## config.mk

```make
export PLATFORM = sky130hd
export DESIGN_NAME = uart_rx_engine_flat
export DESIGN_NICKNAME = d
export VERILOG_FILES = /design/src/rtl/uart_pkg.sv /design/src/rtl/uart_rx_engine_if.sv /design/src/rtl/rx_bit_timer.sv /design/src/rtl/uart_rx_engine.sv /design/src/flat_wrapper.sv
export SDC_FILE = /design/constraint.sdc
export NUM_CORES = 1
export LEC_CHECK = 0
export CAP_MARGIN = 20
export CORE_MARGIN = 4
export CORE_UTILIZATION = 30
export CTS_CLUSTER_SIZE = 28
export DETAILED_ROUTE_END_ITERATION = 7
export MAX_ROUTING_LAYER = met4
export PLACE_DENSITY = 0.46
export SLEW_MARGIN = 0
export SYNTH_ARGS = -nofsm -noshare
export SYNTH_HDL_FRONTEND = slang
export SYNTH_SLANG_ARGS = --single-unit
```

## constraint.sdc

```tcl
create_clock -name clk -period 8.25 [get_ports clk]
set_input_delay 2.0625 -clock clk [delete_from_list [all_inputs] [get_ports clk]]
set_output_delay 2.0625 -clock clk [all_outputs]
set_load 0.05 [all_outputs]
```

## src/rtl/uart_pkg.sv

```systemverilog
// uart_pkg: shared receive FSM states, data-width floor and parity encoding for uart_rx_engine
package uart_pkg;
  typedef enum logic [2:0] {IDLE, START, DATA, PARITY, STOP1, STOP2, BREAK} rx_state_t;
  localparam int DATA_MIN = 5;
  localparam logic PAR_EVEN = 1'b0;
  localparam logic PAR_ODD = 1'b1;
  function automatic logic par_bit(input logic [31:0] d, input logic odd);
    return (odd ? PAR_ODD : PAR_EVEN) ^ (^d);
  endfunction
endpackage

```

## src/rtl/uart_rx_engine_if.sv

```systemverilog
// uart_rx_engine_if: receive-word bus (rx_data/rx_valid/status out of master, rx_rd into master)
interface uart_rx_engine_if #(parameter int DATA_MAX = 8);
  logic rx_rd;
  logic [DATA_MAX-1:0] rx_data;
  logic rx_valid;
  logic parity_err;
  logic frame_err;
  logic overrun;
  logic break_det;
  modport master(output rx_data, rx_valid, parity_err, frame_err, overrun, break_det, input rx_rd);
  modport slave(input rx_data, rx_valid, parity_err, frame_err, overrun, break_det, output rx_rd);
endinterface

```

## src/rtl/rx_bit_timer.sv

```systemverilog
// rx_bit_timer: loadable down-counter (clk, rst, load, val in; btu out) pulsing btu when it reaches 1
module rx_bit_timer #(parameter int DIV_W = 19) (
  input  logic             clk,
  input  logic             rst,
  input  logic             load,
  input  logic [DIV_W-1:0] val,
  output logic             btu
);
  logic [DIV_W-1:0] cnt;
  always_ff @(posedge clk)
    if (rst) cnt <= '0;
    else if (load) cnt <= val;
    else if (cnt != '0) cnt <= cnt - 1'b1;
  assign btu = cnt == DIV_W'(1);
endmodule

```

## src/rtl/uart_rx_engine.sv

```systemverilog
// uart_rx_engine: UART receiver (clk/rst, rx pin, data_len/pen/odd_par/two_stop/k frame config, bus master port, busy/btu); RX_BREAK_DETECT_EN enables break detection
module uart_rx_engine import uart_pkg::*; #(
  parameter int DATA_MAX    = 8,
  parameter int DIV_W       = 19,
  parameter int SYNC_STAGES = 2
) (
  input  logic             clk,
  input  logic             rst,
  input  logic             rx,
  input  logic [3:0]       data_len,
  input  logic             pen,
  input  logic             odd_par,
  input  logic             two_stop,
  input  logic [DIV_W-1:0] k,
  uart_rx_engine_if.master bus,
  output logic             busy,
  output logic             btu
);
  rx_state_t st, nxt;
  logic [SYNC_STAGES-1:0] sync;
  logic rxs, load, done, ferr, perr, brk;
  logic pen_q, odd_q, two_q, par_q, stop1_q;
  logic [3:0] len_q, cnt_b, cfg_len;
  logic [DIV_W-1:0] k_q, k_in, val;
  logic [DATA_MAX-1:0] sh, word;
  assign rxs = sync[SYNC_STAGES-1];
  assign k_in = k == '0 ? DIV_W'(1) : k;
  assign cfg_len = (data_len < 4'(DATA_MIN) || data_len > 4'(DATA_MAX)) ? 4'(DATA_MAX) : data_len;
  assign word = sh >> (4'(DATA_MAX) - len_q);
  assign busy = st != IDLE;
  assign ferr = st == STOP2 ? (!stop1_q || !rxs) : !rxs;
  assign perr = pen_q && (par_q != par_bit(32'(word), odd_q));
`ifdef RX_BREAK_DETECT_EN
  assign brk = st == STOP1 && word == '0 && !(pen_q && par_q) && !rxs;
`else
  assign brk = 1'b0;
`endif
  rx_bit_timer #(.DIV_W(DIV_W)) u_timer (.clk(clk), .rst(rst), .load(load), .val(val), .btu(btu));
  always_ff @(posedge clk)
    if (rst) st <= IDLE;
    else st <= nxt;
  always_comb begin
    nxt = st;
    load = 1'b0;
    val = k_q;
    done = 1'b0;
    case (st)
      IDLE: if (!rxs) begin
        nxt = START;
        load = 1'b1;
        val = (k_in >> 1) == '0 ? DIV_W'(1) : k_in >> 1;
      end
      START: if (btu) begin
        nxt = rxs ? IDLE : DATA;
        load = !rxs;
      end
      DATA: if (btu) begin
        load = 1'b1;
        nxt = cnt_b != len_q - 4'd1 ? DATA : pen_q ? PARITY : STOP1;
      end
      PARITY: if (btu) begin
        load = 1'b1;
        nxt = STOP1;
      end
      STOP1: if (btu) begin
        nxt = brk ? BREAK : two_q ? STOP2 : IDLE;
        load = two_q && !brk;
        done = brk || !two_q;
      end
      STOP2: if (btu) begin
        nxt = IDLE;
        done = 1'b1;
      end
      BREAK: nxt = rxs ? IDLE : BREAK;
      default: nxt = IDLE;
    endcase
  end
  always_ff @(posedge clk)
    if (rst) begin
      sync <= '1;
      {pen_q, odd_q, two_q, par_q, stop1_q} <= '0;
      len_q <= '0;
      cnt_b <= '0;
      k_q <= '0;
      sh <= '0;
      bus.rx_data <= '0;
      {bus.rx_valid, bus.parity_err, bus.frame_err, bus.overrun, bus.break_det} <= '0;
    end else begin
      sync <= {sync[SYNC_STAGES-2:0], rx};
      if (st == IDLE && !rxs) begin
        len_q <= cfg_len;
        pen_q <= pen;
        odd_q <= odd_par;
        two_q <= two_stop;
        k_q <= k_in;
        cnt_b <= '0;
      end
      if (btu && st == DATA) begin
        sh <= {rxs, sh[DATA_MAX-1:1]};
        cnt_b <= cnt_b + 4'd1;
      end
      if (btu && st == PARITY) par_q <= rxs;
      if (btu && st == STOP1) stop1_q <= rxs;
      if (done) begin
        bus.rx_data <= word;
        bus.rx_valid <= 1'b1;
        bus.parity_err <= perr;
        bus.frame_err <= ferr;
        bus.break_det <= brk;
        // a read in the same cycle as the load consumes the old word, so no overrun
        bus.overrun <= bus.rx_valid && !bus.rx_rd;
      end else if (bus.rx_rd && bus.rx_valid)
        {bus.rx_valid, bus.parity_err, bus.frame_err, bus.overrun, bus.break_det} <= '0;
    end
endmodule
```

## src/flat_wrapper.sv

```systemverilog
// flat-port wrapper written by rule: the top's interface ports become plain ports
module uart_rx_engine_flat import uart_pkg::*;
#(
  parameter int DATA_MAX    = 8,
  parameter int DIV_W       = 19,
  parameter int SYNC_STAGES = 2
)
  (clk, rst, rx, data_len, pen, odd_par, two_stop, k, busy, btu, bus_rx_data, bus_rx_valid, bus_parity_err, bus_frame_err, bus_overrun, bus_break_det, bus_rx_rd);
  uart_rx_engine_if #(.DATA_MAX(DATA_MAX)) bus_i ();
  input  logic clk;
  input  logic rst;
  input  logic rx;
  input  logic [3:0] data_len;
  input  logic pen;
  input  logic odd_par;
  input  logic two_stop;
  input  logic [DIV_W-1:0] k;
  output logic busy;
  output logic btu;
  output wire logic [$bits(bus_i.rx_data)-1:0] bus_rx_data;
  output wire logic [$bits(bus_i.rx_valid)-1:0] bus_rx_valid;
  output wire logic [$bits(bus_i.parity_err)-1:0] bus_parity_err;
  output wire logic [$bits(bus_i.frame_err)-1:0] bus_frame_err;
  output wire logic [$bits(bus_i.overrun)-1:0] bus_overrun;
  output wire logic [$bits(bus_i.break_det)-1:0] bus_break_det;
  input wire logic [$bits(bus_i.rx_rd)-1:0] bus_rx_rd;
  assign bus_rx_data = bus_i.rx_data;
  assign bus_rx_valid = bus_i.rx_valid;
  assign bus_parity_err = bus_i.parity_err;
  assign bus_frame_err = bus_i.frame_err;
  assign bus_overrun = bus_i.overrun;
  assign bus_break_det = bus_i.break_det;
  assign bus_i.rx_rd = bus_rx_rd;
  uart_rx_engine #(.DATA_MAX(DATA_MAX), .DIV_W(DIV_W), .SYNC_STAGES(SYNC_STAGES)) u_core (.clk(clk), .rst(rst), .rx(rx), .data_len(data_len), .pen(pen), .odd_par(odd_par), .two_stop(two_stop), .k(k), .bus(bus_i), .busy(busy), .btu(btu));
endmodule
```

Yosys cells after proc, flatten, opt, wreduce, memory -nomap -nowiden

Cells that the tools add are included.
W data, S select, Z words.

Output and inout bits: 15
Flip-flop bits (word level): 76
Logic and storage cells: 99

$lt $le $gt $ge: 2
Muxes and demuxes: 35
Shifts and indexed selects: 1
Eq/ne operators: 15
Reduce and logical (&&, ||, !) cells: 24
Add/sub/neg operators: 4
Bitwise gates (word level): 1

Operators by type and width:

| kind                    | number |
|---|---|
| $mux W19                | 5 |
| $logic_not A19 Y1       | 2 |
| $reduce_xor A32 Y1      | 1 |
| $mux W3                 | 10 |
| $pmux W3 S7             | 1 |
| $eq A19 B1 Y1 const B   | 1 |
| $reduce_bool A19 Y1     | 1 |
| $sub A19 B1 Y19 const B | 1 |
| $mux W18                | 1 |
| $mux W1                 | 12 |
| $mux W4                 | 3 |
| $ne A2 B1 Y1 const B    | 5 |
| $eq A3 B3 Y1 const B    | 3 |
| $shr A8 B4 Y8           | 1 |
| $logic_and A1 B1 Y1     | 7 |
| $eq A3 B2 Y1 const B    | 2 |
| $reduce_and A6 Y1       | 1 |
| $reduce_bool A2 Y1      | 3 |
| $add A4 B1 Y4 const B   | 1 |
| $gt A4 B4 Y1 const B    | 1 |
| $logic_not A1 Y1        | 4 |
| $lt A4 B3 Y1 const B    | 1 |
| $ne A4 B4 Y1            | 1 |
| $pmux W1 S4             | 1 |
| other kinds (12)        | 13 |

Longest topological paths before layout

Gate-level depths: netlist (run 1).

Word-level depth: 7
Depth in mapped cells: 11
Gate-level depth less buffers: 9

Hierarchy

Synthesis (run 1) repeated with hierarchy kept, for this count alone.

Cells, all modules: 492
Area total of the unflattened synthesis: 3,905.0 um^2

By module, submodules not included:

| module         | sequential area each (um^2) | area an instance (um^2) | times used | cells an instance |
|---|---|---|---|---|
| uart_rx_engine | 1,141.1                     | 2,849.0                 | 1          | 365 |
| rx_bit_timer   | 380.4                       | 1,056.0                 | 1          | 127 |

Worst setup path before layout (run 1)

No wires, ideal clock.

Path type: reg-to-output
From: reg u_core.u_timer.cnt[9]
To: out btu
Arrival time: 1,616 ps
Buffers on the path: 0
Required time: 6,188 ps
Cell stages (with the launch flop): 5
Slack: 4,572 ps
Path through: dfxtp_1 > nor4_2 > nand4_2 > or3_4 > inv_1

Cells in the longest elaborated chain, start to end: 1

RTL lines:

| item                     | line               | text |
|---|---|---|
| start: declaration       | rx_bit_timer.sv:9  | `logic [DIV_W-1:0] cnt;` |
| start signal: assignment | rx_bit_timer.sv:12 | `else if (load) cnt <= val;` |
| start signal: assignment | rx_bit_timer.sv:13 | `else if (cnt != '0) cnt <= cnt - 1'b1;` |
| $eq A19 B1 Y1            | rx_bit_timer.sv:14 | `assign btu = cnt == DIV_W'(1);` |
| end: declaration         | flat_wrapper.sv:19 | `output logic btu;` |

Every way passes these cells.

Final worst setup path (run 1)

Same ends and word-level chain as after synthesis.

==> flow_summary.html, run 1 <==
<table>
<tr><th>Metric</th><th>Value</th></tr>
<tr><th colspan="2">Outcome</th></tr>
<tr><td>Outcome</td><td>finished, final reports clean</td></tr>
<tr><th colspan="2">Pwr</th></tr>
<tr><td>Proportion of power drawn by flip-flops and latches</td><td>35.0%</td></tr>
<tr><td>Leakage power summed over all cells</td><td>1.65 nW</td></tr>
<tr><td>Comb power frac</td><td>33.3%</td></tr>
<tr><td>Internal Power</td><td>0.888 mW</td></tr>
<tr><td>Total power per unit cell area</td><td>279 nW/um^2</td></tr>
<tr><td>Psw</td><td>0.454 mW</td></tr>
<tr><td>Pwr Total</td><td>1.34 mW</td></tr>
<tr><td>Peak VDD IR</td><td>115 uV</td></tr>
<tr><td>Clock network fraction of design power</td><td>31.7%</td></tr>
<tr><td>Switching power share of the total</td><td>33.9%</td></tr>
<tr><th colspan="2">Timing</th></tr>
<tr><td>Final critical-path setup slack</td><td>3.38 ns</td></tr>
<tr><td>Count of final setup violators</td><td>0</td></tr>
<tr><td>Setup repair after global routing missed its margin</td><td>no</td></tr>
<tr><td>Time the final worst path needs with I/O delays and setup</td><td>4.87 ns</td></tr>
<tr><td>Total Neg Setup Slack</td><td>0 ns</td></tr>
<tr><td>Fmax</td><td>205 MHz</td></tr>
<tr><td>Worst Tran Pin Value</td><td>0.946 ns</td></tr>
<tr><td>Period utilization</td><td>59.0%</td></tr>
<tr><td>Count of endpoints failing hold in the final timing report</td><td>0</td></tr>
<tr><td>Normalized max-slew margin</td><td>36.4%</td></tr>
<tr><td>Final-report max-slew violation count</td><td>0</td></tr>
<tr><td>Worst Skew</td><td>0.00243 ns</td></tr>
<tr><th colspan="2">Final layout</th></tr>
<tr><td>Net total in the final layout</td><td>572</td></tr>
<tr><td>Number of antenna repair diodes</td><td>0</td></tr>
<tr><td>Most common library cell in the layout ignoring fill and taps</td><td>sky130_fd_sc_hd__nand2_1</td></tr>
<tr><td>Highest-count cells in the layout ignoring fill and taps</td><td>88 x sky130_fd_sc_hd__nand2_1, 76 x sky130_fd_sc_hd__dfxtp_1, 67 x sky130_fd_sc_hd__a21oi_1</td></tr>
<tr><td>Share of the core filled with cells in the final layout</td><td>37.6%</td></tr>
<tr><td>Synthesis-to-finish area growth</td><td>21.1%</td></tr>
<tr><td>Count of fill cells added during filler insertion</td><td>1349</td></tr>
<tr><td>Share of cells above drive strength 1</td><td>5.90%</td></tr>
<tr><td>Final design instance area without fill</td><td>4810 sq um</td></tr>
<tr><th colspan="2">Synthesis</th></tr>
<tr><td>Mean cell area of the mapped netlist</td><td>7.71 sq um</td></tr>
<tr><td>Post-synth net total</td><td>550</td></tr>
<tr><td>Number of instances in the synthesized netlist</td><td>515</td></tr>
<tr><td>Flip-flop and latch count after synthesis</td><td>76</td></tr>
<tr><td>Post-synth cell types</td><td>53</td></tr>
<tr><td>Syn. warnings</td><td>0</td></tr>
<tr><td>Share of async-settable or async-resettable flops after synthesis</td><td>0%</td></tr>
<tr><td>Synth Cell Area</td><td>3970 sq um</td></tr>
<tr><td>Number of enable flip-flop cells after synthesis</td><td>0</td></tr>
<tr><td>Predominant post-synthesis flop cell</td><td>sky130_fd_sc_hd__dfxtp_1</td></tr>
<tr><td>Sequential fraction of the synthesis area</td><td>38.3%</td></tr>
<tr><th colspan="2">Floorplanning</th></tr>
<tr><td>Core area</td><td>12800 sq um</td></tr>
<tr><td>Site row count</td><td>41</td></tr>
<tr><td>Overall die area</td><td>15100 sq um</td></tr>
<tr><td>Die width</td><td>123 um</td></tr>
<tr><td>Initial standard-cell utilization of the core</td><td>31.1%</td></tr>
<tr><td>Vert. Die Dim</td><td>123 um</td></tr>
<tr><td>Count of boundary I/O pins</td><td>45</td></tr>
<tr><th colspan="2">Hold path</th></tr>
<tr><td>End point of the worst hold path</td><td>u_core.sync[1]$_SDFF_PP1_</td></tr>
<tr><td>Class of the worst hold path</td><td>reg -&gt; reg</td></tr>
<tr><td>Hold Crit Depth</td><td>1</td></tr>
<tr><td>Launch instance of the worst min-delay path</td><td>u_core.sync[0]$_SDFF_PP1_</td></tr>
<tr><th colspan="2">Critical path</th></tr>
<tr><td>R2r worst-path depth</td><td>9</td></tr>
<tr><td>Critical path capture point type</td><td>output pin</td></tr>
<tr><td>Worst r2r src</td><td>u_core.len_q[0]$_SDFFE_PP0P_</td></tr>
<tr><td>Required @ worst endpoint</td><td>6.19 ns</td></tr>
<tr><td>Total buffers and inverters traversed by the critical path</td><td>2</td></tr>
<tr><td>Slowest-stage cell, CP</td><td>sky130_fd_sc_hd__clkdlybuf4s50_1</td></tr>
<tr><td>Slack of the worst reg-to-reg path</td><td>4.68 ns</td></tr>
<tr><td>Kind of cell adding the most delay to the critical path</td><td>simple AND/OR/NAND/NOR gates</td></tr>
<tr><td>CP Max Fanout</td><td>11</td></tr>
<tr><td>Worst reg2reg endpoint</td><td>u_core.bus.parity_err$_SDFFE_PP0P_</td></tr>
<tr><td>Sort of element at the start of the critical path</td><td>flip-flop</td></tr>
<tr><td>Classification of the worst setup path</td><td>reg -&gt; out</td></tr>
<tr><td>Max incr delay on CP</td><td>0.84 ns</td></tr>
<tr><td>Worst path cell trace</td><td>nor4_2 &gt; nand4_2 &gt; or3_4 &gt; inv_1 &gt; clkdlybuf4s50_1</td></tr>
<tr><td>Critical path arrival</td><td>2.80 ns</td></tr>
<tr><th colspan="2">Detailed routing</th></tr>
<tr><td>Remaining DRCs</td><td>0</td></tr>
<tr><td>Wire length per cell</td><td>14.5 um</td></tr>
<tr><td>Overall routed net length</td><td>10400 um</td></tr>
<tr><td>Total number of vias</td><td>3527</td></tr>
<tr><td>Drt first pass iters</td><td>4</td></tr>
<tr><td>Number of vias per cell</td><td>4.94</td></tr>
<tr><td>Iter 0 DRT Violations</td><td>186</td></tr>
<tr><td>DRT antenna net count</td><td>0</td></tr>
<tr><th colspan="2">Global route</th></tr>
<tr><td>Antenna violations before repair</td><td>0</td></tr>
<tr><td>GR Util All Layers</td><td>15.1%</td></tr>
<tr><td>Remaining global-route overflow</td><td>0</td></tr>
<tr><td>Vias in the first global route</td><td>3630</td></tr>
<tr><td>Pin count of the biggest net entering global routing</td><td>74</td></tr>
<tr><td>First-pass GRT wire length</td><td>17600 um</td></tr>
<tr><th colspan="2">Place</th></tr>
<tr><td>Instance area at placement</td><td>4490 sq um</td></tr>
<tr><td>Quantity of I/O buffers inserted on ports</td><td>43</td></tr>
<tr><td>Gpl congestion</td><td>0.865</td></tr>
<tr><td>DPL Wire Length</td><td>7040 um</td></tr>
<tr><td>Worst setup slack after placement</td><td>3.73 ns</td></tr>
<tr><th colspan="2">Clock network</th></tr>
<tr><td>Skew-Pair Late Insertion Delay</td><td>0.34 ns</td></tr>
<tr><td>Clock tree from TritonCTS</td><td>built</td></tr>
<tr><td>Sinks on the clock net</td><td>76</td></tr>
<tr><td>Post-cts sizing count</td><td>0</td></tr>
<tr><td>Library cell used as clock root buffer</td><td>sky130_fd_sc_hd__clkbuf_16</td></tr>
<tr><td>Count of H-tree levels built during CTS</td><td>3</td></tr>
<tr><td>Hold-fix buffers, CTS</td><td>0</td></tr>
<tr><td>Clock buffer depth</td><td>2</td></tr>
<tr><td>Post-CTS Setup Inserts</td><td>0</td></tr>
<tr><td>Register clock-pin slew on the reported worst setup and hold paths</td><td>0.06 ns</td></tr>
<tr><td>Clock buffers created by TritonCTS</td><td>9</td></tr>
<tr><th colspan="2">Run</th></tr>
<tr><td>Max-cap violations</td><td>0</td></tr>
</table>
## layout make-up
type                    instances  area, sq um  area share (%)
inverters                      11         41.3           0.859
well taps                     172          215            4.48
flip-flops and latches         76         1520            31.7
repair buffers                 48          463            9.63
clock inverters                 5         75.1            1.56
multi-input cells             391         2250            46.8
clock buffers                  11          243            5.05
## power groups by stage
stage	Combinational [mW]	Sequential (mW)	Clock (mW)
after global routing	0.494	0.480	0.454
after detailed placement	0.442	0.477	0
after global placement	0.447	0.473	0
after floorplan	0.350	0.465	0
after CTS	0.447	0.469	0.439
final	0.447	0.470	0.426
## layer usage
| layer | GRT usage [%] | up-vias | wire (um) |
|---|---|---|---|
| li1 | - | 1836 | - |
| met1 | 18.7 | 1630 | 4960 |
| met2 | 24.1 | 50 | 4880 |
| met3 | 2.52 | 11 | 344 |
| met4 | 7.61 | 0 | 167 |
| met5 | - | - | 0 |
## worst max-delay path by stage
stage / startpoint / endpoint / slack, ns / cells past startpoint
2_1_floorplan: u_core.u_timer.cnt[9]$_SDFFE_PP0P_ / btu / 4.57 / 4
3_3_place_gp: u_core.u_timer.cnt[9]$_SDFFE_PP0P_ / btu / 3.77 / 5
3_5_place_dp: u_core.u_timer.cnt[9]$_SDFFE_PP0P_ / btu / 3.73 / 5
4_1_cts: u_core.u_timer.cnt[9]$_SDFFE_PP0P_ / btu / 3.37 / 5
5_1_grt: u_core.u_timer.cnt[9]$_SDFFE_PP0P_ / btu / 3.21 / 5
6_report: u_core.u_timer.cnt[9]$_SDFFE_PP0P_ / btu / 3.38 / 5
## synth_stat cells, types with 2 or more instances
cell / number / area share (%)
sky130_fd_sc_hd__nor2_1: 47 / 4.4
sky130_fd_sc_hd__nand3_1: 15 / 1.9
sky130_fd_sc_hd__inv_1: 10 / 0.95
sky130_fd_sc_hd__nor3b_1: 2 / 0.38
sky130_fd_sc_hd__mux2i_1: 11 / 2.8
sky130_fd_sc_hd__buf_6: 2 / 0.57
sky130_fd_sc_hd__buf_1: 3 / 0.28
sky130_fd_sc_hd__o22ai_1: 5 / 0.79
sky130_fd_sc_hd__a221oi_1: 2 / 0.44
sky130_fd_sc_hd__ha_1: 5 / 1.6
sky130_fd_sc_hd__a21oi_1: 67 / 8.4
sky130_fd_sc_hd__nor3_1: 23 / 2.9
sky130_fd_sc_hd__or4_1: 3 / 0.57
sky130_fd_sc_hd__o32ai_1: 6 / 1.3
sky130_fd_sc_hd__o21ai_0: 8 / 1.0
sky130_fd_sc_hd__dfxtp_1: 76 / 38
sky130_fd_sc_hd__a211oi_1: 8 / 1.5
sky130_fd_sc_hd__nor2b_1: 5 / 0.79
sky130_fd_sc_hd__nand2b_1: 8 / 1.3
sky130_fd_sc_hd__buf_2: 4 / 0.50
sky130_fd_sc_hd__a31oi_1: 4 / 0.63
sky130_fd_sc_hd__nand2_1: 88 / 8.3
sky130_fd_sc_hd__and2_1: 2 / 0.32
sky130_fd_sc_hd__or2_2: 4 / 0.63
sky130_fd_sc_hd__clkbuf_1: 27 / 2.6
sky130_fd_sc_hd__or3_1: 7 / 1.1
sky130_fd_sc_hd__nor4_1: 8 / 1.3
sky130_fd_sc_hd__o211ai_1: 10 / 1.9
sky130_fd_sc_hd__xor2_1: 10 / 2.2
sky130_fd_sc_hd__xnor2_1: 21 / 4.6
sky130_fd_sc_hd__nand4_1: 2 / 0.32
## flip-flops by register name, indices dropped and copies added (netlist names), 2 cells and up
signal,flops
u_core.sh,8
u_core.len_q,4
u_core.k_q,19
u_core.st,3
u_core.sync,2
u_core.cnt_b,4
u_core.bus.rx_data,8
u_core.u_timer.cnt,19
## cell families (layout without fill, tap and decap cells)
group	count (synthesis)	in the layout	synth area share, %
xor gates and xnor gates	31	31	6.84
and+or+nand+nor	224	224	26.8
muxes	12	12	3.34
adders and majority gates	5	5	1.58
AOI/OAI and AO/OA	118	118	17.9
other	1	1	0.0945
buffers and inverters	48	75	5.14
DFF	76	76	38.3
## per-stage QoR
stage | hold WS (ns) | cells
floorplan | 0.389 | 515
global placement | 0.409 | 698
detailed placement | 0.398 | 698
CTS | 0.428 | 714
global route | 0.455 | 714
finish | 0.429 | 714
(Power assumes the default switching activity.)
==> run 2, diff against run 1 <==
==> constraint.sdc (replaced) <==
create_clock -name clk -period 4.65 [get_ports clk]
set_input_delay 1.1625 -clock clk [delete_from_list [all_inputs] [get_ports clk]]
set_output_delay 1.1625 -clock clk [all_outputs]
set_load 0.05 [all_outputs]
==> flow_summary.html, run 2 (synthesis gave the netlist of run 1 again) <==
<table>
<tr><th>Metric</th><th>Value</th></tr>
<tr><th colspan="2">Outcome</th></tr>
<tr><td>Outcome</td><td>finished, final reports clean (unchanged)</td></tr>
<tr><th colspan="2">Hold path</th></tr>
<tr><td>End point of the worst hold path</td><td>u_core.sync[1]$_SDFF_PP1_ (unchanged)</td></tr>
<tr><td>Launch instance of the worst min-delay path</td><td>u_core.sync[0]$_SDFF_PP1_ (unchanged)</td></tr>
<tr><td>Hold Crit Depth</td><td>1 (unchanged)</td></tr>
<tr><td>Class of the worst hold path</td><td>reg -&gt; reg (unchanged)</td></tr>
<tr><th colspan="2">Critical path</th></tr>
<tr><td>CP Max Fanout</td><td>11 (unchanged)</td></tr>
<tr><td>Slack of the worst reg-to-reg path</td><td>1.13 ns (was 4.68 ns)</td></tr>
<tr><td>Critical path capture point type</td><td>output pin (unchanged)</td></tr>
<tr><td>Classification of the worst setup path</td><td>reg -&gt; out (unchanged)</td></tr>
<tr><td>Worst reg2reg endpoint</td><td>u_core.bus.parity_err$_SDFFE_PP0P_ (unchanged)</td></tr>
<tr><td>Required @ worst endpoint</td><td>3.49 ns (was 6.19 ns)</td></tr>
<tr><td>R2r worst-path depth</td><td>9 (unchanged)</td></tr>
<tr><td>Sort of element at the start of the critical path</td><td>flip-flop (unchanged)</td></tr>
<tr><td>Critical path arrival</td><td>2.81 ns (was 2.80 ns)</td></tr>
<tr><td>Worst r2r src</td><td>u_core.len_q[0]$_SDFFE_PP0P_ (unchanged)</td></tr>
<tr><th colspan="2">Pwr</th></tr>
<tr><td>Switching power share of the total</td><td>35.7% (was 33.9%)</td></tr>
<tr><td>Comb power frac</td><td>34.4% (was 33.3%)</td></tr>
<tr><td>Clock network fraction of design power</td><td>29.0% (was 31.7%)</td></tr>
<tr><td>Leakage power summed over all cells</td><td>1.64 nW (was 1.65 nW)</td></tr>
<tr><td>Total power per unit cell area</td><td>476 nW/um^2 (was 279 nW/um^2)</td></tr>
<tr><td>Proportion of power drawn by flip-flops and latches</td><td>36.6% (was 35.0%)</td></tr>
<tr><td>Peak VDD IR</td><td>246 uV (was 115 uV)</td></tr>
<tr><td>Internal Power</td><td>1.46 mW (was 0.888 mW)</td></tr>
<tr><td>Psw</td><td>0.811 mW (was 0.454 mW)</td></tr>
<tr><th colspan="2">Clock network</th></tr>
<tr><td>Register clock-pin slew on the reported worst setup and hold paths</td><td>0.06 ns (about the same)</td></tr>
<tr><td>Post-cts sizing count</td><td>0 (unchanged)</td></tr>
<tr><td>Sinks on the clock net</td><td>76 (unchanged)</td></tr>
<tr><td>Hold-fix buffers, CTS</td><td>0 (unchanged)</td></tr>
<tr><td>Skew-Pair Late Insertion Delay</td><td>0.34 ns (about the same)</td></tr>
<tr><td>Clock tree from TritonCTS</td><td>built (unchanged)</td></tr>
<tr><td>Post-CTS Setup Inserts</td><td>0 (unchanged)</td></tr>
<tr><td>Library cell used as clock root buffer</td><td>sky130_fd_sc_hd__clkbuf_16 (unchanged)</td></tr>
<tr><td>Count of H-tree levels built during CTS</td><td>3 (unchanged)</td></tr>
<tr><td>Clock buffer depth</td><td>2 (unchanged)</td></tr>
<tr><td>Clock buffers created by TritonCTS</td><td>9 (unchanged)</td></tr>
<tr><th colspan="2">Global route</th></tr>
<tr><td>Antenna violations before repair</td><td>0 (unchanged)</td></tr>
<tr><td>Vias in the first global route</td><td>3517 (was 3630)</td></tr>
<tr><td>Remaining global-route overflow</td><td>0 (unchanged)</td></tr>
<tr><td>M1 GR Usage</td><td>17.7% (was 18.7%)</td></tr>
<tr><td>Routing layer with the top usage in global route</td><td>met2 (unchanged)</td></tr>
<tr><td>Pin count of the biggest net entering global routing</td><td>40 (was 74)</td></tr>
<tr><td>GR Util All Layers</td><td>14.8% (was 15.1%)</td></tr>
<tr><td>Global Route met3 Usage</td><td>3.93% (was 2.52%)</td></tr>
<tr><td>Global-route track usage on met2</td><td>24.5% (was 24.1%)</td></tr>
<tr><td>First-pass GRT wire length</td><td>17100 um (was 17600 um)</td></tr>
<tr><th colspan="2">Detailed routing</th></tr>
<tr><td>DRT antenna net count</td><td>0 (unchanged)</td></tr>
<tr><td>Total number of vias</td><td>3576 (was 3527)</td></tr>
<tr><td>Iter 0 DRT Violations</td><td>230 (was 186)</td></tr>
<tr><td>Overall routed net length</td><td>10200 um (was 10400 um)</td></tr>
<tr><td>Remaining DRCs</td><td>0 (unchanged)</td></tr>
<tr><td>Number of vias per cell</td><td>4.99 (was 4.94)</td></tr>
<tr><td>Wire length per cell</td><td>14.3 um (was 14.5 um)</td></tr>
<tr><td>Drt first pass iters</td><td>4 (unchanged)</td></tr>
<tr><th colspan="2">Floorplanning</th></tr>
<tr><td>Overall die area</td><td>15100 sq um (unchanged)</td></tr>
<tr><td>Initial standard-cell utilization of the core</td><td>31.1% (unchanged)</td></tr>
<tr><td>Site row count</td><td>41 (unchanged)</td></tr>
<tr><td>Count of boundary I/O pins</td><td>45 (unchanged)</td></tr>
<tr><td>Vert. Die Dim</td><td>123 um (unchanged)</td></tr>
<tr><td>Core area</td><td>12800 sq um (unchanged)</td></tr>
<tr><td>Die width</td><td>123 um (unchanged)</td></tr>
<tr><th colspan="2">Timing</th></tr>
<tr><td>Worst Skew</td><td>0.00375 ns (was 0.00243 ns)</td></tr>
<tr><td>Setup repair after global routing missed its margin</td><td>no (unchanged)</td></tr>
<tr><td>Total Neg Setup Slack</td><td>0 ns (unchanged)</td></tr>
<tr><td>Normalized max-slew margin</td><td>47.0% (was 36.4%)</td></tr>
<tr><td>Worst Tran Pin Value</td><td>0.795 ns (was 0.946 ns)</td></tr>
<tr><td>Final-report max-slew violation count</td><td>0 (unchanged)</td></tr>
<tr><td>Fmax</td><td>252 MHz</td></tr>
<tr><td>Count of final setup violators</td><td>0 (unchanged)</td></tr>
<tr><td>Time the final worst path needs with I/O delays and setup</td><td>3.97 ns</td></tr>
<tr><td>Period utilization</td><td>85.4%</td></tr>
<tr><td>Count of endpoints failing hold in the final timing report</td><td>0 (unchanged)</td></tr>
<tr><th colspan="2">Final layout</th></tr>
<tr><td>Number of non-filler instances in the completed layout</td><td>716 (was 714)</td></tr>
<tr><td>Synthesis-to-finish area growth</td><td>20.4% (was 21.1%)</td></tr>
<tr><td>Highest-count cells in the layout ignoring fill and taps</td><td>88 x sky130_fd_sc_hd__nand2_1, 76 x sky130_fd_sc_hd__dfxtp_1, 67 x sky130_fd_sc_hd__a21oi_1 (unchanged)</td></tr>
<tr><td>Sequential standard cell area</td><td>1520 sq um (unchanged)</td></tr>
<tr><td>Multi-input gate area in the final layout</td><td>2250 sq um (unchanged)</td></tr>
<tr><td>Largest registers</td><td>u_core.k_q (19), u_core.u_timer.cnt (19) (unchanged)</td></tr>
<tr><td>Most common library cell in the layout ignoring fill and taps</td><td>sky130_fd_sc_hd__nand2_1 (unchanged)</td></tr>
<tr><td>Number of antenna repair diodes</td><td>0 (unchanged)</td></tr>
<tr><td>Count of fill cells added during filler insertion</td><td>1384 (was 1349)</td></tr>
<tr><td>Net total in the final layout</td><td>574 (was 572)</td></tr>
<tr><td>Share of cells above drive strength 1</td><td>6.43% (was 5.90%)</td></tr>
<tr><th colspan="2">Place</th></tr>
<tr><td>Placed cell count</td><td>700 (was 698)</td></tr>
<tr><td>Quantity of I/O buffers inserted on ports</td><td>43 (unchanged)</td></tr>
<tr><td>Gpl congestion</td><td>0.838 (was 0.865)</td></tr>
<tr><td>DPL Wire Length</td><td>7190 um (was 7040 um)</td></tr>
<tr><th colspan="2">Run</th></tr>
<tr><td>Max-cap violations</td><td>0 (unchanged)</td></tr>
</table>
## run 2: changes by cell type in the layout (fill, tap and decap cells not counted), moves of 2 or more
cell / delta
sky130_fd_sc_hd__buf_4: +2
sky130_fd_sc_hd__bufinv_16: -2
sky130_fd_sc_hd__clkinvlp_4: +2
sky130_fd_sc_hd__inv_6: +2
## run 2: power by group through the flow
stage               Sequential, mW  Combinational [mW]  Clock, mW
global route                 0.844               0.892      0.710
floorplan                    0.825               0.621          0
CTS                          0.832               0.791      0.684
global placement             0.840               0.788          0
detailed placement           0.846               0.780          0
finish                       0.832               0.783      0.659
## run 2: layout make-up
class / instances / area share (%)
Inverter: 11 / 0.864
Clock buffer: 9 / 4.71
Sequential cell: 76 / 31.8
Multi-Input combinational cell: 391 / 47.0
Tap cell: 172 / 4.50
Clock inverter: 7 / 1.07
Timing Repair Buffer: 50 / 10.0
## run 2: per-layer routing
layer / up-vias / wire [um]
met4: 0 / 136
met2: 55 / 4970
li1: 1832 / -
met3: 7 / 333
met1: 1682 / 4800
met5: - / 0
## run 2: worst max path at each step
stage / slack [ns] / to / start
6_report: 0.68 / btu / u_core.u_timer.cnt[9]$_SDFFE_PP0P_
4_1_cts: 0.63 / btu / u_core.u_timer.cnt[9]$_SDFFE_PP0P_
3_5_place_dp: 1.01 / btu / u_core.u_timer.cnt[9]$_SDFFE_PP0P_
5_1_grt: 0.55 / btu / u_core.u_timer.cnt[9]$_SDFFE_PP0P_
3_3_place_gp: 1.07 / btu / u_core.u_timer.cnt[9]$_SDFFE_PP0P_
2_1_floorplan: 1.75 / u_core.bus.parity_err$_SDFFE_PP0P_ / u_core.len_q[0]$_SDFFE_PP0P_
## run 2: metrics by stage
| stage | utilization [%] | setup slack, ns | hold slack [ns] | instance area [sq um] | power, mW |
|---|---|---|---|---|---|
| after floorplan | - | 1.75 | 0.389 | 3970 | 1.45 |
| after global placement | 35.3 | 1.07 | 0.415 | 4500 | 1.63 |
| after detailed placement | 35.3 | 1.01 | 0.398 | 4500 | 1.63 |
| after CTS | 37.4 | 0.632 | 0.434 | 4780 | 2.31 |
| after global routing | 37.4 | 0.546 | 0.454 | 4780 | 2.45 |
| final | 37.4 | 0.678 | 0.434 | 4780 | 2.27 |
## run 2: critical path, stage by stage (launching register included)
cell                              delay (ns)
sky130_fd_sc_hd__dfxtp_1                0.37
sky130_fd_sc_hd__nor4_2                 0.42
sky130_fd_sc_hd__nand4_2                0.21
sky130_fd_sc_hd__or3_4                  0.47
sky130_fd_sc_hd__inv_1                  0.16
sky130_fd_sc_hd__clkdlybuf4s50_1        0.83
